===== config.mk =====
export PLATFORM = sky130hd
export DESIGN_NAME = sign_narrow
export DESIGN_NICKNAME = d
export VERILOG_FILES = /design/src/rtl/sign_narrow.sv
export SDC_FILE = /design/constraint.sdc
export NUM_CORES = 1
export LEC_CHECK = 0
export CORE_MARGIN = 2
export CORE_UTILIZATION = 67
export DETAILED_ROUTE_END_ITERATION = 16
export DONT_BUFFER_PORTS = 1
export GPL_TIMING_DRIVEN = 1
export PLACE_DENSITY = 0.82
export SKIP_LAST_GASP = 1
export SYNTH_ARGS = -nofsm -noshare
export SYNTH_HDL_FRONTEND = slang
export SYNTH_SLANG_ARGS = --single-unit

===== constraint.sdc =====
create_clock -name clk -period 6.05 [get_ports clk]
set_clock_uncertainty 0.1 [all_clocks]
set_input_delay 1.21 -clock clk [delete_from_list [all_inputs] [get_ports clk]]
set_output_delay 1.21 -clock clk [all_outputs]
set_load 0.05 [all_outputs]

===== src/rtl/sign_narrow.sv =====
// sign_narrow
// Narrows signed IN_W-bit words to OUT_W bits, either wrapping (truncation)
// or saturating to the nearest OUT_W-bit extreme. Results go through a
// 2-entry FIFO. A saturating counter records how many accepted words did
// not fit in OUT_W signed bits.
//
// Ports
//   clk, rst_n         clock; asynchronous active-low reset
//   in_valid/in_ready  input handshake, in_data (IN_W) and mode travel with it
//   mode               0 = wrap, 1 = saturate (sampled on the accept cycle)
//   out_valid/out_ready output handshake; out_data (OUT_W) and out_ovf
//                      come from the FIFO head
//   clr_count          synchronous clear of ovf_count (wins over increment)
//   ovf_count          saturating count of accepted overflowing words
//
// Handshake: a word is accepted on a rising edge where in_valid && in_ready;
// a result is delivered on a rising edge where out_valid && out_ready. The
// producer must hold in_data/mode while in_valid is high and in_ready low.
// out_valid/out_data/out_ovf stay stable until delivered.
//
// OUT_W must be strictly less than IN_W.
module sign_narrow #(
  parameter int IN_W  = 32,
  parameter int OUT_W = 16,
  parameter int CNT_W = 8
) (
  input  logic             clk,
  input  logic             rst_n,
  input  logic             in_valid,
  output logic             in_ready,
  input  logic [IN_W-1:0]  in_data,
  input  logic             mode,
  output logic             out_valid,
  input  logic             out_ready,
  output logic [OUT_W-1:0] out_data,
  output logic             out_ovf,
  input  logic             clr_count,
  output logic [CNT_W-1:0] ovf_count
);

  // Bits that must all match the result sign bit for the value to fit.
  localparam int TOP_W = IN_W - OUT_W + 1;

  logic [OUT_W:0]   mem [2];   // {ovf, data}
  logic             wr_ptr;
  logic             rd_ptr;
  logic [1:0]       occ;
  logic             rdy_q;     // low in reset, set by the first clock after
  logic             acc;
  logic             del;
  logic             ovf;
  logic [TOP_W-1:0] top;
  logic [OUT_W-1:0] res;

  assign top = in_data[IN_W-1:OUT_W-1];
  assign ovf = !((top == '0) || (top == '1));

  always_comb begin
    res = in_data[OUT_W-1:0];
    if (ovf && mode) begin
      if (in_data[IN_W-1]) res = {1'b1, {(OUT_W-1){1'b0}}};
      else                 res = {1'b0, {(OUT_W-1){1'b1}}};
    end
  end

  // No bypass: a full FIFO refuses input even when the head leaves this cycle.
  assign in_ready  = rdy_q && (occ != 2'd2);
  assign out_valid = (occ != 2'd0);
  assign acc       = in_valid && in_ready;
  assign del       = out_valid && out_ready;

  // Outputs forced to zero when empty so reset clears them without an edge.
  assign out_data = out_valid ? mem[rd_ptr][OUT_W-1:0] : '0;
  assign out_ovf  = out_valid ? mem[rd_ptr][OUT_W]     : 1'b0;

  always_ff @(posedge clk or negedge rst_n) begin
    if (!rst_n) begin
      rdy_q  <= 1'b0;
      occ    <= 2'd0;
      wr_ptr <= 1'b0;
      rd_ptr <= 1'b0;
    end else begin
      rdy_q <= 1'b1;
      if (acc) wr_ptr <= ~wr_ptr;
      if (del) rd_ptr <= ~rd_ptr;
      case ({acc, del})
        2'b10:   occ <= occ + 2'd1;
        2'b01:   occ <= occ - 2'd1;
        default: occ <= occ;
      endcase
    end
  end

  // Storage needs no reset: it is only observed through occ.
  always_ff @(posedge clk) begin
    if (acc) mem[wr_ptr] <= {ovf, res};
  end

  always_ff @(posedge clk or negedge rst_n) begin
    if (!rst_n) begin
      ovf_count <= '0;
    end else if (clr_count) begin
      ovf_count <= '0;
    end else if (acc && ovf && (ovf_count != '1)) begin
      ovf_count <= ovf_count + 1'b1;
    end
  end

endmodule


* Yosys cells after proc, flatten, opt, wreduce, memory -nomap -nowiden
Memories as Yosys holds them, arrays and structs flattened.
Cells that the tools add are included.
Widths: inputs -> output; s select.
** Storage, ports and cells
- Logic and storage cells :: 37
- Bits in writable memories :: 34
- Memories :: 1
- Register bits after elaboration :: 13
** Memory list
- mem :: words 2, width 17, rd ports 1, clocked after memory_dff 0, wr ports 1, RTL line 44 : logic [OUT_W:0] mem [2];
** Cells by class
- Bitwise operators :: 2
- Multiplexer cells :: 9
- Reduce and logical (&&, ||, !) cells :: 12
- Add/sub/neg operators :: 3
- Eq/ne operators :: 5
** Operators by type and width (count)
- $mux 16 :: 3
- $eq 17x17->1 const B :: 1
- $logic_not 17->1 :: 1
- $mux 8 :: 2
- $add 8x1->8 const B :: 1
- $ne 8x8->1 const B :: 1
- $logic_and 1x1->1 :: 6
- $reduce_bool 2->1 :: 3
- $pmux 2 s2 :: 1
- $mux 1 :: 3
- $add 2x1->2 const B :: 1
- $eq 2x1->1 const B :: 1
- $eq 2x2->1 const B :: 1
- $ne 2x2->1 const B :: 1
- $not 1->1 :: 2
- $sub 2x1->2 const B :: 1
- $logic_not 1->1 :: 1
- $logic_or 1x1->1 :: 1

* Logic depth before layout (Yosys ltp)
Gate-level depths: netlist of run 1.
- Depth in word-level cells :: 7
- Depth in mapped cells :: 7
- Depth with buffers taken out :: 7

* Worst setup path before layout of run 1
Ideal clock, no wire load.
- Path kind :: reg-to-output
- Start point :: reg rd_ptr
- End point :: out out_data[10]
- Data required time :: 4740 ps
- Setup slack :: 3174 ps
- Arrival :: 1566 ps
- Buffers on the path :: 2
- Cell stages (with the launch flop) :: 5
- Cell sequence :: dfrtp_1 > buf_2 > buf_2 > mux2i_1 > nor2_1
** Between the ends
- Word-level cells in the longest chain between the ends :: 2
** Ends and longest elaborated chain
- start: declaration :: RTL line 46 : logic rd_ptr;
- start signal: assignment :: RTL line 85 : if (del) rd_ptr <= ~rd_ptr;
- $mem_v2 2x17
- $mux 16 :: RTL line 73 : assign out_data = out_valid ? mem[rd_ptr][OUT_W-1:0] : '0;
- end: declaration :: RTL line 35 : output logic [OUT_W-1:0] out_data,
Every way passes these cells.

* Final worst setup path of run 1
- Start point :: reg rd_ptr
- End point :: out out_data[0]
Same word-level chain as after synthesis.

==> flow_summary_export.csv, run 1 <==
group,metric,value,unit
placed_design,io_buffer_count,0,
synth,synth-warning-count,0,
power_and_ir_drop,swShare,47.9,%
synth,synth_xor_area_share,1.90,%
synth,syn_avg_cell_area,12.8,µm²
synth,synth_flop_cell,"edfxtp_1",
critical_path,r2r_start,"occ[0]$_DFFE_PN0P_",
power_and_ir_drop,switching_power,0.485,mW
sta,setup_viol,0,
hold_path,hp-class,"reg2reg",
critical_path,endpoint_kind,"primary output",
detailed_routing,drt_pass1_iterations,4,
clock_tree,htree_num_levels,2,
grt,grt_pass1_vias,1389,
sta,tightest_slew,1170,ps
synth,synthArstFlopShare,27.7,%
synth,muxShareOfSynthArea,10.9,%
synth,synthAdderAreaFrac,1.09,%
floorplanning,die_y,62.7,µm
detailed_routing,ant_nets,0,
critical_path,slowest_delay,1000,ps
floorplanning,start_util,69.7,%
clock_tree,ctsLongestPathBuffers,2,
synth,synth-simple-area-share,17.0,%
synth,synth-seq-cells,47,
critical_path,setup.worst_path.start,"rd_ptr$_DFFE_PN0P_",
sta,period_minus_slack,3590,ps
sta,rsz0062_at_grt,"false",
power_and_ir_drop,leakagePower,0.959,nW
clock_tree,path_clk_slew,130,ps
clock_tree,cts_root_buf,"clkbuf_4",
synth,synth_edf_count,34,
sta,fmax,279,MHz
synth,synth-seq-area-share,58.4,%
synth,synth_compound_area_share,7.27,%
grt,overflow,0,
sta,hold_slack,405,ps
clock_tree,cts_made_buffers,5,
detailed_routing,drt_iter0_drc,56,
finish,area_growth,2.82,%
power_and_ir_drop,irDropWorstVdd,0.000240,V
clock_tree,post_cts_buffers,0,
synth,syn_area,0.00231,mm²
floorplanning,coreArea,0.00331,mm²
power_and_ir_drop,p_per_area,428,mW/mm²
synth,synth_top_family_by_area,"simple AND/OR/NAND/NOR gates",
sta,fin_tns_setup,0,ps
placed_design,dpl.hpwl,2700,µm
clock_tree,cts_resized,0,
finish,diodes,0,
detailed_routing,route.detailed.drc,0,
power_and_ir_drop,seqPwrFrac,44.5,%
clock_tree,clock_latency,350,ps
synth,ys_types,36,
floorplanning,die_area,0.00393,mm²
critical_path,crit_slowest_cell,"dfrtp_1",
power_and_ir_drop,combPwrFrac,41.7,%
hold_path,hold_start,"wr_ptr$_DFFE_PN0P_",
finish,n_fill_cell,238,
detailed_routing,wl,3800,µm
floorplanning,row_count,21,
detailed_routing,viasPerCell,6.28,
clock_tree,hold_buffers,0,
critical_path,crit_fanout,18,
grt,grt_pass1_wl,6030,µm
sta,hold_viol_final,0,
grt,grt_max_degree,20,
sta,timing.final.crit_share,59.3,%
floorplanning,io_pins,65,
critical_path,critical_path_arrival,2280,ps
placed_design,gp_congestion,0.735,
finish,final_cell_mix,"34 x edfxtp_1, 26 x nor2_1, 18 x mux2i_1",
critical_path,startpoint_type,"flop",
sta,slew_viol_final,0,
grt,grt_usage,19.9,%
outcome,outcome,"completed",
grt,antenna_found_initial,0,
finish,fin_nets,219,
detailed_routing,dr_total_vias,1419,
critical_path,worstSetupPathType,"reg2out",
critical_path,path_cells,"mux2i_1, nor2_1",
synth,syn-instance-count,180,
floorplanning,die_w,62.7,µm
finish,drive_gt1_share,10.6,%
clock_tree,tritoncts,"yes",
power_and_ir_drop,pwr-share-clk,13.8,%
power_and_ir_drop,internal_power,0.528,mW
clock_tree,clock-sinks,47,
critical_path,r2r_slack,3680,ps
finish,final_common_cell,"edfxtp_1",
flow_run,maxCapViolCount,0,
detailed_routing,post_drt_wl_per_cell,16.8,µm
critical_path,crit_required,4740,ps
synth,syn_nets,220,
sta,max_slew_margin,21.4,%
==> logic make-up after synthesis <==
kind of cell,Yosys count
AO/OA/AOI/OAI,23
XOR/XNOR,5
adder cells (fa/ha/maj),2
buffers and inverters,13
flip-flops,47
multiplexers,23
other,1
AND/OR/NAND/NOR,66
==> area by class of cell <==
type                       count  area (µm²)  area share (%)
clock buffer                   5        37.5            1.58
multi-input combinational    120         883            37.3
inverter                       3        11.3           0.475
clock inverter                 3        20.0           0.844
sequential                    47        1350            56.8
timing repair buffer           2        15.0           0.633
tap                           46        57.6            2.43
==> cell usage after synthesis (4+ instances only) <==
cell / number / share of area, %
a21o_1: 15 / 4.9
dfrtp_1: 13 / 14
edfxtp_1: 34 / 44
mux2_4: 4 / 2.6
mux2i_1: 18 / 7.8
nand3_1: 7 / 1.5
nand4_1: 5 / 1.4
nor2_1: 26 / 4.2
nor2b_1: 5 / 1.4
nor4_1: 5 / 1.4
==> worst max-delay path, delay by kind of cell, from the launching register on <==
family,cells,cell delay (ps)
flip-flops,1,1000
AND/OR/NAND/NOR,1,740
multiplexers,1,180
==> power by group through the flow <==
stage | clock network, mW | logic, mW | registers, mW
after global routing | 0.154 | 0.445 | 0.457
after detailed placement | 0 | 0.426 | 0.459
after CTS | 0.144 | 0.427 | 0.451
final | 0.140 | 0.422 | 0.451
after global placement | 0 | 0.418 | 0.455
after floorplan | 0 | 0.427 | 0.421
==> through the flow <==
stage | std cells | power [mW] | util (%) | setup WS [ps] | cell area (µm²)
2_1_floorplan | 180 | 0.848 | - | 3170 | 2310
3_3_place_gp | 218 | 0.874 | 69.9 | 2600 | 2310
3_5_place_dp | 218 | 0.885 | 69.9 | 2490 | 2310
4_1_cts | 226 | 1.02 | 71.6 | 2380 | 2370
5_1_grt | 226 | 1.06 | 71.6 | 2270 | 2370
6_report | 226 | 1.01 | 71.6 | 2460 | 2370
==> state kept, by name (all words and copies together) (netlist names) <==
signal     cells
mem           34
rd_ptr         1
rdy_q          1
ovf_count      8
wr_ptr         1
occ            2
==> metal layers <==
layer / track usage, % / share of wire, %
met1: 22.3 / 40
met2: 35.9 / 52
met4: 6.11 / 0.60
met3: 6.49 / 7.5
met5: 0 / 0
==> worst paths after layout <==
path / endpoint / cells past startpoint
worst max-delay path: out_data[0] / 2
worst min-delay path: wr_ptr$_DFFE_PN0P_ / 1
worst max register to register: occ[1]$_DFFE_PN0P_ / 5
worst min register to register: wr_ptr$_DFFE_PN0P_ / 1
max in group asynchronous: ovf_count[6]$_DFFE_PN0P_ / 0
min in group asynchronous: wr_ptr$_DFFE_PN0P_ / 0
Power figures use the tool's default switching activity.
==> inputs of run 2 (changes only) <==
CORE_UTILIZATION = 62   (was 67)
PLACE_DENSITY = 0.77   (was 0.82)
clock period = 3.5 ns   (was 6.05 ns; I/O delays follow)
==> flow_summary_export.csv, run 2 (same netlist as run 1, synthesis figures left out) <==
group,metric,value,unit
outcome,outcome,"completed",
hold_path,hp-class,"in2reg",
grt,antenna_found_initial,0,
grt,grt_max_degree,20,
floorplanning,die_area,0.00422,mm²
flow_run,maxCapViolCount,0,
grt,grt_pass1_vias,1353,
finish,top_regs,"mem (34), ovf_count (8), occ (2)",
placed_design,io_buffer_count,0,
floorplanning,row_count,22,
finish,multi_input_area,883,µm²
finish,diodes,0,
finish,fin_nets,241,
critical_path,endpoint_kind,"primary output",
finish,area_growth,11.2,%
power_and_ir_drop,p_per_area,774,mW/mm²
critical_path,crit_fanout,18,
floorplanning,die_y,65.0,µm
detailed_routing,wl,4200,µm
sta,slew_viol_final,0,
sta,max_slew_margin,35.2,%
sta,timing.final.crit_share,75.5,%
sta,setup_viol,0,
clock_tree,clock_latency,290,ps
sta,period_minus_slack,2640,ps
grt,overflow,0,
floorplanning,start_util,63.9,%
clock_tree,clock-sinks,47,
finish,regMostFlops,"mem",
critical_path,slowest_delay,990,ps
clock_tree,cts_resized,0,
finish,final_common_cell,"edfxtp_1",
grt,grt_pass1_wl,6430,µm
clock_tree,tritoncts,"yes",
power_and_ir_drop,pwr-share-clk,15.2,%
sta,fin_tns_setup,0,ps
detailed_routing,dr_total_vias,1488,
sta,rsz0062_at_grt,"false",
critical_path,crit_slowest_cell,"dfrtp_1",
critical_path,startpoint_type,"flop",
power_and_ir_drop,irDropWorstVdd,0.000370,V
finish,final_cell_mix,"34 x edfxtp_1, 26 x nor2_1, 23 x buf_4",
floorplanning,io_pins,65,
clock_tree,path_clk_slew,80,ps
clock_tree,cts_root_buf,"clkbuf_8",
finish,largest_reg_flops,34,
power_and_ir_drop,leakagePower,1.08,nW
finish,seq_area,0.00135,mm²
floorplanning,die_w,65.0,µm
critical_path,path_cells,"mux2i_1, nor2_1, buf_4",
detailed_routing,drt_pass1_iterations,4,
power_and_ir_drop,internal_power,1.11,mW
power_and_ir_drop,swShare,44.0,%
sta,hold_viol_final,0,
power_and_ir_drop,combPwrFrac,45.4,%
clock_tree,cts_made_buffers,5,
clock_tree,htree_num_levels,2,
power_and_ir_drop,switching_power,0.873,mW
critical_path,critical_path_arrival,1840,ps
placed_design,place_inst,241,
clock_tree,hold_buffers,1,
detailed_routing,ant_nets,0,
sta,fmax,378,MHz
detailed_routing,viasPerCell,5.95,
power_and_ir_drop,seqPwrFrac,39.4,%
placed_design,dpl.hpwl,2890,µm
detailed_routing,post_drt_wl_per_cell,16.8,µm
sta,tightest_slew,972,ps
grt,grt_usage,20.7,%
finish,n_fill_cell,260,
finish,final_cells,250,
critical_path,crit_required,2700,ps
floorplanning,coreArea,0.00361,mm²
critical_path,worstSetupPathType,"reg2out",
placed_design,gp_congestion,0.861,
finish,drive_gt1_share,18.8,%
clock_tree,post_cts_buffers,0,
clock_tree,ctsLongestPathBuffers,2,
detailed_routing,route.detailed.drc,0,
detailed_routing,drt_iter0_drc,65,
[run 2: cell type report]
| cell class | instances | share of cell area (%) |
|---|---|---|
| clock buffer | 6 | 2.83 |
| inverter | 3 | 0.439 |
| multi-input combinational | 120 | 34.5 |
| sequential | 47 | 52.5 |
| timing repair buffer | 24 | 7.13 |
| tap | 48 | 2.34 |
| clock inverter | 2 | 0.293 |
[run 2: critical path, delay by kind of cell (launching register included)]
family / cells / cell delay, ps
mux: 1 / 300
buf+inv: 1 / 190
flops: 1 / 990
simple gates: 1 / 70
[run 2: per-layer routing]
| metal | GRT usage (%) | wire, µm | up-vias | share of wire (%) |
|---|---|---|---|---|
| met2 | 34.4 | 2210 | 43 | 53 |
| met3 | 6.94 | 238 | 6 | 5.7 |
| met5 | 0 | 0 | - | 0 |
| li1 | - | - | 708 | - |
| met4 | 6.38 | 51 | 0 | 1.2 |
| met1 | 25.6 | 1690 | 731 | 40 |
[run 2: path summary, 6_finish.rpt]
check | endpoint | start | slack, ps | cells after the start
max | out_data[5] | rd_ptr$_DFFE_PN0P_ | 860 | 3
min | ovf_count[4]$_DFFE_PN0P_ | clr_count | 360 | 1
max reg2reg | ovf_count[5]$_DFFE_PN0P_ | ovf_count[0]$_DFFE_PN0P_ | 1320 | 5
min reg2reg | wr_ptr$_DFFE_PN0P_ | wr_ptr$_DFFE_PN0P_ | 390 | 1
max in group asynchronous | rd_ptr$_DFFE_PN0P_ | rst_n | 2160 | 1
min in group asynchronous | ovf_count[0]$_DFFE_PN0P_ | rst_n | 750 | 1
[run 2: power by group through the flow]
stage	sequential (mW)	clock [mW]	combinational, mW
3_3_place_gp	0.788	0	0.886
3_5_place_dp	0.794	0	0.900
2_1_floorplan	0.727	0	0.739
5_1_grt	0.792	0.330	0.949
6_report	0.781	0.302	0.901
4_1_cts	0.781	0.307	0.906
[run 2: metrics by stage]
step	utilization [%]	instance area [µm²]	worst slack, ps	hold WS, ps	total power [mW]
6_report	71.1	2560	857	357	1.98
5_1_grt	71.1	2560	751	343	2.07
4_1_cts	71.1	2560	859	349	1.99
3_5_place_dp	68.6	2470	897	305	1.69
3_3_place_gp	68.6	2470	961	305	1.67
2_1_floorplan	-	2310	1130	304	1.47
